File: src/rtl/w_stage_grf_pkg.sv
// rtl/w_stage_grf_pkg.sv - shared write-back select encodings and register constants
package w_stage_grf_pkg;

  typedef enum logic [3:0] {
    WB_ALU = 4'd0,
    WB_DM  = 4'd1,
    WB_PC8 = 4'd2,
    WB_CMP = 4'd3,
    WB_MDU = 4'd4
  } wb_sel_e;

  localparam logic [4:0]  REG_ZERO   = 5'd0;
  localparam logic [31:0] PC8_OFFSET = 32'd8;

endpackage

File: src/rtl/w_stage_grf_if.sv
// rtl/w_stage_grf_if.sv - W-stage bundle, D-stage read ports and status outputs
interface w_stage_grf_if #(
  parameter int DATA_W = 32,
  parameter int ADDR_W = 5,
  parameter int SEL_W  = 4,
  parameter int CNT_W  = 32
);
  logic [31:0]       W_PC;
  logic [31:0]       W_instr;
  logic [ADDR_W-1:0] W_GRF_A3;
  logic              W_GRF_write;
  logic [SEL_W-1:0]  W_GRF_DatatoReg;
  logic [DATA_W-1:0] W_ALUout;
  logic [DATA_W-1:0] W_DMout;
  logic [DATA_W-1:0] W_CMP_result;
  logic [DATA_W-1:0] W_MDUout;
  logic [3:0]        W_Tnew;
  logic [ADDR_W-1:0] D_rs_addr;
  logic [ADDR_W-1:0] D_rt_addr;
  logic [DATA_W-1:0] D_rs_data;
  logic [DATA_W-1:0] D_rt_data;
  logic [ADDR_W-1:0] W_fwd_addr;
  logic [DATA_W-1:0] W_fwd_data;
  logic [CNT_W-1:0]  retire_cnt;
  logic              wb_err;

  modport master (
    output W_PC, W_instr, W_GRF_A3, W_GRF_write, W_GRF_DatatoReg,
           W_ALUout, W_DMout, W_CMP_result, W_MDUout, W_Tnew,
           D_rs_addr, D_rt_addr,
    input  D_rs_data, D_rt_data, W_fwd_addr, W_fwd_data, retire_cnt, wb_err
  );

  modport slave (
    input  W_PC, W_instr, W_GRF_A3, W_GRF_write, W_GRF_DatatoReg,
           W_ALUout, W_DMout, W_CMP_result, W_MDUout, W_Tnew,
           D_rs_addr, D_rt_addr,
    output D_rs_data, D_rt_data, W_fwd_addr, W_fwd_data, retire_cnt, wb_err
  );
endinterface

File: src/rtl/w_stage_grf_wb_sel.sv
// rtl/w_stage_grf_wb_sel.sv - combinational write-back source mux with PC+8 link value
module w_stage_grf_wb_sel
  import w_stage_grf_pkg::*;
#(
  parameter int DATA_W = 32,
  parameter int SEL_W  = 4
) (
  input  logic [SEL_W-1:0]  sel,
  input  logic [31:0]       pc,
  input  logic [DATA_W-1:0] alu,
  input  logic [DATA_W-1:0] dm,
  input  logic [DATA_W-1:0] cmp,
  input  logic [DATA_W-1:0] mdu,
  output logic [DATA_W-1:0] value
);

  logic [31:0] pc_plus8;

  // Link value wraps at 2**32; the carry out is intentionally dropped.
  assign pc_plus8 = pc + PC8_OFFSET;

  always_comb begin
    value = '0;
    case (sel)
      SEL_W'(WB_ALU): value = alu;
      SEL_W'(WB_DM):  value = dm;
      SEL_W'(WB_PC8): value = DATA_W'(pc_plus8);
      SEL_W'(WB_CMP): value = cmp;
      SEL_W'(WB_MDU): value = mdu;
      default:        value = '0;
    endcase
  end

endmodule

File: src/rtl/w_stage_grf.sv
// rtl/w_stage_grf.sv - W-stage commit into the 32x32 register file with W->D bypass,
// retire counter and sticky Tnew-violation flag.
module w_stage_grf
  import w_stage_grf_pkg::*;
#(
  parameter int DATA_W = 32,
  parameter int ADDR_W = 5,
  parameter int SEL_W  = 4,
  parameter int CNT_W  = 32
) (
  input  logic          clk,
  input  logic          reset,
  w_stage_grf_if.slave  bus
);

  localparam int NREG = 2 ** ADDR_W;

  logic [DATA_W-1:0] regs [NREG];
  logic [DATA_W-1:0] wb_value;
  logic              we;
  logic [CNT_W-1:0]  cnt_q;
  logic              err_q;

  w_stage_grf_wb_sel #(
    .DATA_W (DATA_W),
    .SEL_W  (SEL_W)
  ) u_wb_sel (
    .sel   (bus.W_GRF_DatatoReg),
    .pc    (bus.W_PC),
    .alu   (bus.W_ALUout),
    .dm    (bus.W_DMout),
    .cmp   (bus.W_CMP_result),
    .mdu   (bus.W_MDUout),
    .value (wb_value)
  );

  assign we = bus.W_GRF_write && (bus.W_GRF_A3 != ADDR_W'(REG_ZERO));

  assign bus.W_fwd_addr = we ? bus.W_GRF_A3 : '0;
  assign bus.W_fwd_data = we ? wb_value : '0;

  // Same-cycle bypass lets D read the value W is about to commit.
  always_comb begin
    bus.D_rs_data = '0;
    if (bus.D_rs_addr == ADDR_W'(REG_ZERO))
      bus.D_rs_data = '0;
    else if (we && bus.D_rs_addr == bus.W_GRF_A3)
      bus.D_rs_data = wb_value;
    else
      bus.D_rs_data = regs[bus.D_rs_addr];
  end

  always_comb begin
    bus.D_rt_data = '0;
    if (bus.D_rt_addr == ADDR_W'(REG_ZERO))
      bus.D_rt_data = '0;
    else if (we && bus.D_rt_addr == bus.W_GRF_A3)
      bus.D_rt_data = wb_value;
    else
      bus.D_rt_data = regs[bus.D_rt_addr];
  end

  always_ff @(posedge clk or negedge reset) begin
    if (!reset) begin
      for (int i = 0; i < NREG; i++) regs[i] <= '0;
      cnt_q <= '0;
      err_q <= 1'b0;
    end else begin
      if (we) regs[bus.W_GRF_A3] <= wb_value;
      if (bus.W_instr != 32'd0) cnt_q <= cnt_q + 1'b1;
      // The write still lands; this only records that the hazard unit let it through early.
      if (bus.W_GRF_write && bus.W_Tnew != 4'd0) err_q <= 1'b1;
    end
  end

  assign bus.retire_cnt = cnt_q;
  assign bus.wb_err     = err_q;

endmodule
File: src/flat_wrapper.sv
// flat-port wrapper written by rule: the top's interface ports become plain ports
module w_stage_grf_flat import w_stage_grf_pkg::*;
#(
  parameter int DATA_W = 32,
  parameter int ADDR_W = 5,
  parameter int SEL_W  = 4,
  parameter int CNT_W  = 32
)
  (clk, reset, bus_W_PC, bus_W_instr, bus_W_GRF_A3, bus_W_GRF_write, bus_W_GRF_DatatoReg, bus_W_ALUout, bus_W_DMout, bus_W_CMP_result, bus_W_MDUout, bus_W_Tnew, bus_D_rs_addr, bus_D_rt_addr, bus_D_rs_data, bus_D_rt_data, bus_W_fwd_addr, bus_W_fwd_data, bus_retire_cnt, bus_wb_err);
  w_stage_grf_if #(.DATA_W(DATA_W), .ADDR_W(ADDR_W), .SEL_W(SEL_W), .CNT_W(CNT_W)) bus_i ();
  input  logic clk;
  input  logic reset;
  input wire logic [$bits(bus_i.W_PC)-1:0] bus_W_PC;
  input wire logic [$bits(bus_i.W_instr)-1:0] bus_W_instr;
  input wire logic [$bits(bus_i.W_GRF_A3)-1:0] bus_W_GRF_A3;
  input wire logic [$bits(bus_i.W_GRF_write)-1:0] bus_W_GRF_write;
  input wire logic [$bits(bus_i.W_GRF_DatatoReg)-1:0] bus_W_GRF_DatatoReg;
  input wire logic [$bits(bus_i.W_ALUout)-1:0] bus_W_ALUout;
  input wire logic [$bits(bus_i.W_DMout)-1:0] bus_W_DMout;
  input wire logic [$bits(bus_i.W_CMP_result)-1:0] bus_W_CMP_result;
  input wire logic [$bits(bus_i.W_MDUout)-1:0] bus_W_MDUout;
  input wire logic [$bits(bus_i.W_Tnew)-1:0] bus_W_Tnew;
  input wire logic [$bits(bus_i.D_rs_addr)-1:0] bus_D_rs_addr;
  input wire logic [$bits(bus_i.D_rt_addr)-1:0] bus_D_rt_addr;
  output wire logic [$bits(bus_i.D_rs_data)-1:0] bus_D_rs_data;
  output wire logic [$bits(bus_i.D_rt_data)-1:0] bus_D_rt_data;
  output wire logic [$bits(bus_i.W_fwd_addr)-1:0] bus_W_fwd_addr;
  output wire logic [$bits(bus_i.W_fwd_data)-1:0] bus_W_fwd_data;
  output wire logic [$bits(bus_i.retire_cnt)-1:0] bus_retire_cnt;
  output wire logic [$bits(bus_i.wb_err)-1:0] bus_wb_err;
  assign bus_i.W_PC = bus_W_PC;
  assign bus_i.W_instr = bus_W_instr;
  assign bus_i.W_GRF_A3 = bus_W_GRF_A3;
  assign bus_i.W_GRF_write = bus_W_GRF_write;
  assign bus_i.W_GRF_DatatoReg = bus_W_GRF_DatatoReg;
  assign bus_i.W_ALUout = bus_W_ALUout;
  assign bus_i.W_DMout = bus_W_DMout;
  assign bus_i.W_CMP_result = bus_W_CMP_result;
  assign bus_i.W_MDUout = bus_W_MDUout;
  assign bus_i.W_Tnew = bus_W_Tnew;
  assign bus_i.D_rs_addr = bus_D_rs_addr;
  assign bus_i.D_rt_addr = bus_D_rt_addr;
  assign bus_D_rs_data = bus_i.D_rs_data;
  assign bus_D_rt_data = bus_i.D_rt_data;
  assign bus_W_fwd_addr = bus_i.W_fwd_addr;
  assign bus_W_fwd_data = bus_i.W_fwd_data;
  assign bus_retire_cnt = bus_i.retire_cnt;
  assign bus_wb_err = bus_i.wb_err;
  w_stage_grf #(.DATA_W(DATA_W), .ADDR_W(ADDR_W), .SEL_W(SEL_W), .CNT_W(CNT_W)) u_core (.clk(clk), .reset(reset), .bus(bus_i));
endmodule
File: config.mk
export PLATFORM = sky130hd
export DESIGN_NAME = w_stage_grf_flat
export DESIGN_NICKNAME = d
export VERILOG_FILES = /design/src/rtl/w_stage_grf_pkg.sv /design/src/rtl/w_stage_grf_if.sv /design/src/rtl/w_stage_grf_wb_sel.sv /design/src/rtl/w_stage_grf.sv /design/src/flat_wrapper.sv
export SDC_FILE = /design/constraint.sdc
export NUM_CORES = 2
export LEC_CHECK = 0
export BUFFER_PORTS_ARGS = -buffer_cell sky130_fd_sc_hd__buf_2
export CORE_ASPECT_RATIO = 1.2
export CORE_UTILIZATION = 35
export CTS_CLUSTER_DIAMETER = 120
export DETAILED_ROUTE_END_ITERATION = 12
export PLACE_DENSITY = 0.56
export SYNTH_ARGS = -nofsm -noshare
export SYNTH_HDL_FRONTEND = slang
export SYNTH_HIERARCHICAL = 1
export SYNTH_SLANG_ARGS = --single-unit
export TNS_END_PERCENT = 1
File: constraint.sdc
create_clock -name clk -period 10.38 [get_ports clk]
set_clock_uncertainty 0.1 [all_clocks]
set_input_delay 3.114 -clock clk [delete_from_list [all_inputs] [get_ports clk]]
set_output_delay 3.114 -clock clk [all_outputs]
set_load 0.02 [all_outputs]
After elaboration in Yosys (flattened, before gate mapping)
Cells that the tools add are included.
Cells by class
  add/subtract/negate cells: 2
  $lt $le $gt $ge: 4
  eq/ne operators: 6
  muxes and demuxes: 16
  bitwise gates (word level): 3
  reduce and logical (&&, ||, !) cells: 11
Operator list (number)
  $bwmux 1024: 1
  $bmux 32 s5: 2
  $mux 32: 10
  $demux 32 s5: 1
  $pmux 32 s5: 1
  $add 32x1->32 const B: 1
  $add 32x4->32 const B: 1
  $reduce_bool 32->1: 1
  $ge 6x6->1 const B: 3
  $not 5->6: 3
  $eq 5x5->1: 2
  $logic_not 5->1: 2
  $eq 4x2->1 const B: 2
  $lt 6x1->1 const B: 1
  $logic_and 1x1->1: 5
  $mux 5: 1
  $reduce_bool 5->1: 1
  $eq 4x1->1 const B: 1
  $eq 4x3->1 const B: 1
  $logic_not 4->1: 1
  $reduce_bool 4->1: 1
Storage, ports and cells
  flip-flop bits (word level): 1057
  input bits: 218
  output and inout port bits: 134
  logic and storage cells: 76

Depth between registers and ports, before layout
  word-level depth: 6
  gate-level depth with buffers: 11
  mapped depth without buffers: 8

By module
Netlist, hierarchy kept.
By module, submodules not included
  w_stage_grf: times used 1, cells an instance 3945, area an instance 56178.9 sq um
  w_stage_grf_wb_sel: times used 1, cells an instance 209, area an instance 1526.5 sq um

Worst setup path before layout
Ideal clock, no wire load.
  kind: input-to-output
  start point: input port bus_W_PC[3]
  end point: output port bus_D_rs_data[31]
  arrival: 5.028 ns
  required time: 7.166 ns
  path slack: 2.138 ns
  cell stages on the path: 9
  buffers on the path: 1
  cell sequence: ha_1 -> nand4_4 -> nor4_4 -> nand4_1 -> xor2_1 -> o21ai_1 -> clkbuf_1 -> o21ai_0 -> nor2_1
Between the ends
  cells in the longest elaborated chain, start to end: 4
Ends and longest elaborated chain
  start: declaration: line flat_wrapper.sv:13  | input wire logic [$bits(bus_i.W_PC)-1:0] bus_W_PC;
  $add 32x4->32: line w_stage_grf_wb_sel.sv:20  | assign pc_plus8 = pc + PC8_OFFSET;
  $pmux 32 s5: line w_stage_grf_wb_sel.sv:24  | case (sel)
  net u_core.wb_value[31]: line w_stage_grf.sv:19  | logic [DATA_W-1:0] wb_value;
  $mux 32: line w_stage_grf.sv:47  | else if (we && bus.D_rs_addr == bus.W_GRF_A3)
  $mux 32: line w_stage_grf.sv:45  | if (bus.D_rs_addr == ADDR_W'(REG_ZERO))
  end: declaration: line flat_wrapper.sv:25  | output wire logic [$bits(bus_i.D_rs_data)-1:0] bus_D_rs_data;
The timed path passes the listed nets, and every way through them passes these cells.

Worst setup path after layout
  start point: input port bus_W_GRF_DatatoReg[1]
  end point: output port bus_D_rt_data[0]
Between the ends
  cells in the longest elaborated chain, start to end: 4
  elaborated cells between the ends (all ways): 8
  classes of those cells: 4 x eq/ne; 3 x mux; 1 x reduce/logical
Ends and longest elaborated chain
  start: declaration: line flat_wrapper.sv:17  | input wire logic [$bits(bus_i.W_GRF_DatatoReg)-1:0] bus_W_GRF_DatatoReg;
  $eq 4x3->1, or another cell as far along: line w_stage_grf_wb_sel.sv:24
  $pmux 32 s5 (*): line w_stage_grf_wb_sel.sv:24
  net u_core.wb_value[0]: line w_stage_grf.sv:19
  $mux 32 (*): line w_stage_grf.sv:57  | else if (we && bus.D_rt_addr == bus.W_GRF_A3)
  $mux 32 (*): line w_stage_grf.sv:55  | if (bus.D_rt_addr == ADDR_W'(REG_ZERO))
  end: declaration: line flat_wrapper.sv:26  | output wire logic [$bits(bus_i.D_rt_data)-1:0] bus_D_rt_data;
The timed path passes the listed nets; every way through them passes the cells marked *.

==> results.tsv <==
stage	metric	value	unit
yosys	number of synthesized flops with an enable pin	0	
clock_network	Num CTS Buffers	111	
clock_network	htree depth	3	
setup_path	CP Launch Type	input pin	
sta	Final setup viols	0	
outcome	status	finished clean	
sta	worst-margin pin slew	1.300	ns
global_routing	number of global-route vias before repair	41500	
sta	Min Hold Slack	0.2765	ns
setup_path	crit path from	bus_W_GRF_DatatoReg[1]	
global_routing	global-route wire length before repair	309800	um
clock_network	post-CTS sizing	0	
clock_network	Clock Path Buffers	3	
clock_network	CTS tree	built	
setup_path	r2r endpoint	u_core/bus.retire_cnt[30]$_DFFE_PN0P_	
setup_path	Worst Setup EP	bus_D_rt_data[0]	
setup_path	kind of critical path	input pin to primary output	
place	GP Congestion	0.9015	
die	Core ar.	163000	um^2
yosys	Cell variety after synth	66	
drt	Post-route DRC	0	
place	Post-DP HPWL	140600	um
sta	RSZ-0062 raised after global routing	no	
setup_path	CP Max Fanout	33	
sta	minimum clock period after layout	9.508	ns
die	height of the die	446.8	um
setup_path	Reg2Reg Launch Point	u_core/bus.retire_cnt[10]$_DFFE_PN0P_	
yosys	Adder-Cell Fraction of Synth Area	0.04337	%
sta	slew margin rel.	13.32	%
yosys	Yosys Warn Count	6	
yosys	#FFs+latches synth	1057	
place	PortBufs	351	
die	Rows	162	
yosys	Mapped Area	57710	um^2
clock_network	Worst-Skew Late Latency	0.75	ns
yosys	share of the synthesized area in the top cell type	45.84	%
die	I/O Pins	352	
global_routing	gr ovfl total	0	
drt	final WL	217000	um
yosys	Synth Area in Simple Gates	4.232	%
final_layout	layout cells sized above 1	51.11	%
power_and_ir_drop	LEAKAGE	0.02992	uW
final_layout	area grow syn2layout	14.28	%
hold_path	worst min-delay path category	flop to flop	
setup_path	reg2reg path depth	5	
drt	vias per cell	6.173	
global_routing	initial antenna violation count	20	
yosys	ys flop type	dfrtp_1	
sta	period utilisation layout	91.60	%
setup_path	setup slack, reg-to-reg	7.87	ns
setup_path	CP Data Arrival Time	6.29	ns
sta	Fmax achieved	0.1052	GHz
setup_path	crit end category	primary output	
yosys	Syn Nets	4374	
yosys	Synth Area per Inst	13.89	um^2
clock_network	CTS sink cnt	1057	
yosys	Synth area leader	dfrtp_1	
clock_network	hold_buf cts	0	
clock_network	clk slew on worst S/H paths	0.06	ns
yosys	post-synthesis cell count	4154	
sta	final hold vios	0	
die	DIE AREA	166500	um^2
yosys	Synth Area in XOR/XNOR	1.032	%
yosys	Commonest cells post-synth	dfrtp_1, mux2_2, mux4_2, clkbuf_1, nand2_1	
yosys	top cells by area, synth	dfrtp_1, mux2_2, mux4_2	
yosys	share of synthesized registers carrying an async set or reset	100.0	%
clock_network	clock tree root buffer cell	clkbuf_16	
global_routing	Total GRT Usage	25.78	%
setup_path	Crit path required time	7.17	ns
yosys	Seq/Total Area, Yosys	45.84	%
yosys	Synth Area in Compound Gates	5.893	%
yosys	main combinational cell family by area after synthesis	multiplexers	
global_routing	largest net degree at the start of global routing	169	
die	Initial Utilization	35.41	%
sta	Slew Viols, Final	0	
power_and_ir_drop	worst ir drop on vdd	138.8	uV
sta	setup tns final	0	ns
drt	post-DR wirelength/cell	33.03	um
drt	DRT iter0 DRCs	3768	
die	Die W	372.7	um
yosys	post-synthesis mux area share	39.44	%
drt	vias after detailed routing	40540	
final_layout	Nets	4554	
drt	final antenna-violating net count	0	
clock_network	postcts setup bufs	0	
run	Max-cap violations	0	
power_and_ir_drop	power per standard cell area	162.7	nW/um^2
drt	DR pass1 iterations	6	
==> through the flow <==
step	setup slack, ns	cell area (um^2)	util (%)	total power, uW	instances
4_1_cts	0.8613	65930	40.46	10800	6560
3_3_place_gp	0.8905	62090	38.10	6525	6353
6_report	0.8721	65950	40.47	10730	6568
3_5_place_dp	0.8534	62090	38.10	6565	6353
2_1_floorplan	2.138	57710	-	5884	4154
5_1_grt	0.7714	65950	40.47	11090	6567
==> cell usage in the layout, fill, tap and decap left out, types with 16 or more instances in the layout <==
| cell type | count |
|---|---|
| mux2_2 | 1057 |
| dfrtp_1 | 1057 |
| mux4_2 | 423 |
| buf_2 | 343 |
| nand2_1 | 161 |
| buf_4 | 155 |
| mux2i_1 | 133 |
| clkbuf_16 | 111 |
| a22oi_1 | 90 |
| nor2_1 | 77 |
| nand3_1 | 53 |
| o22ai_1 | 51 |
| o221ai_1 | 41 |
| a221oi_1 | 41 |
| and2_1 | 40 |
| xor2_1 | 39 |
| nor3_1 | 38 |
| a21oi_1 | 33 |
| a211oi_1 | 32 |
| clkbuf_8 | 30 |
| xnor2_1 | 29 |
| o21ai_0 | 26 |
| a32o_1 | 26 |
| a222oi_1 | 25 |
| clkbuf_1 | 23 |
| nand4_1 | 21 |
| buf_12 | 21 |
| clkinv_2 | 19 |
| nor4_1 | 17 |
| nor2_4 | 16 |
==> per-layer routing <==
layer	GRT usage (%)	part of all wire (%)	wire (um)	vias to the layer above
met3	4.630	7.2	15630	465
met2	42.52	48	104300	1913
met4	12.42	5.0	10950	2
met5	0	0.0060	13	-
li1	-	-	-	16350
met1	32.75	40	86100	21810
==> cells by family (layout without fill, tap and decap cells) <==
family	after synthesis	in the layout
mux	1613	1613
fa+ha+maj	2	2
xor+xnor	68	68
flops	1057	1057
buf+inv	467	741
compound gates	449	449
other cells	0	8
simple gates	498	498
==> power by group <==
group | internal, uW | switching, uW
registers | 4500 | 284
logic | 833 | 881
clock network | 2420 | 1800
total | 7760 | 2970
==> registers in the layout, summed over array words and instances, names as in the netlist <==
| signal | cells |
|---|---|
| u_core/regs | 1024 |
| u_core/bus.retire_cnt | 32 |
| u_core/bus.wb_err | 1 |
==> worst min path at each step <==
stage	from	depth (start not counted)	slack (ns)	endpoint
floorplan	u_core/regs[1005]$_DFFE_PN0P_	1	0.33	u_core/regs[1005]$_DFFE_PN0P_
CTS	u_core/regs[998]$_DFFE_PN0P_	0	0.28	u_core/regs[998]$_DFFE_PN0P_
global placement	u_core/regs[999]$_DFFE_PN0P_	0	0.27	u_core/regs[999]$_DFFE_PN0P_
detailed placement	u_core/regs[1009]$_DFFE_PN0P_	0	0.26	u_core/regs[1009]$_DFFE_PN0P_
finish	u_core/regs[998]$_DFFE_PN0P_	0	0.28	u_core/regs[998]$_DFFE_PN0P_
global route	u_core/regs[998]$_DFFE_PN0P_	0	0.28	u_core/regs[998]$_DFFE_PN0P_
==> cell type report <==
class	instances	area, um^2
inverters	9	33.78
multi-input cells	2630	29550
clock buffers	164	3277
fillers	15250	97020
flip-flops and latches	1057	26450
repair buffers	525	3383
clock inverters	43	563.0
diodes	8	20.02
well taps	2132	2668
==> worst max-delay path, stage by stage <==
cell and delay (ns):
buf_2 0.21, nor3_2 0.56, and2_1 0.66, a222oi_1 0.26, nand2_1 0.27, buf_4 0.45, a32o_1 0.47, buf_2 0.26
No activity file was read; power rests on OpenSTA's default activity.
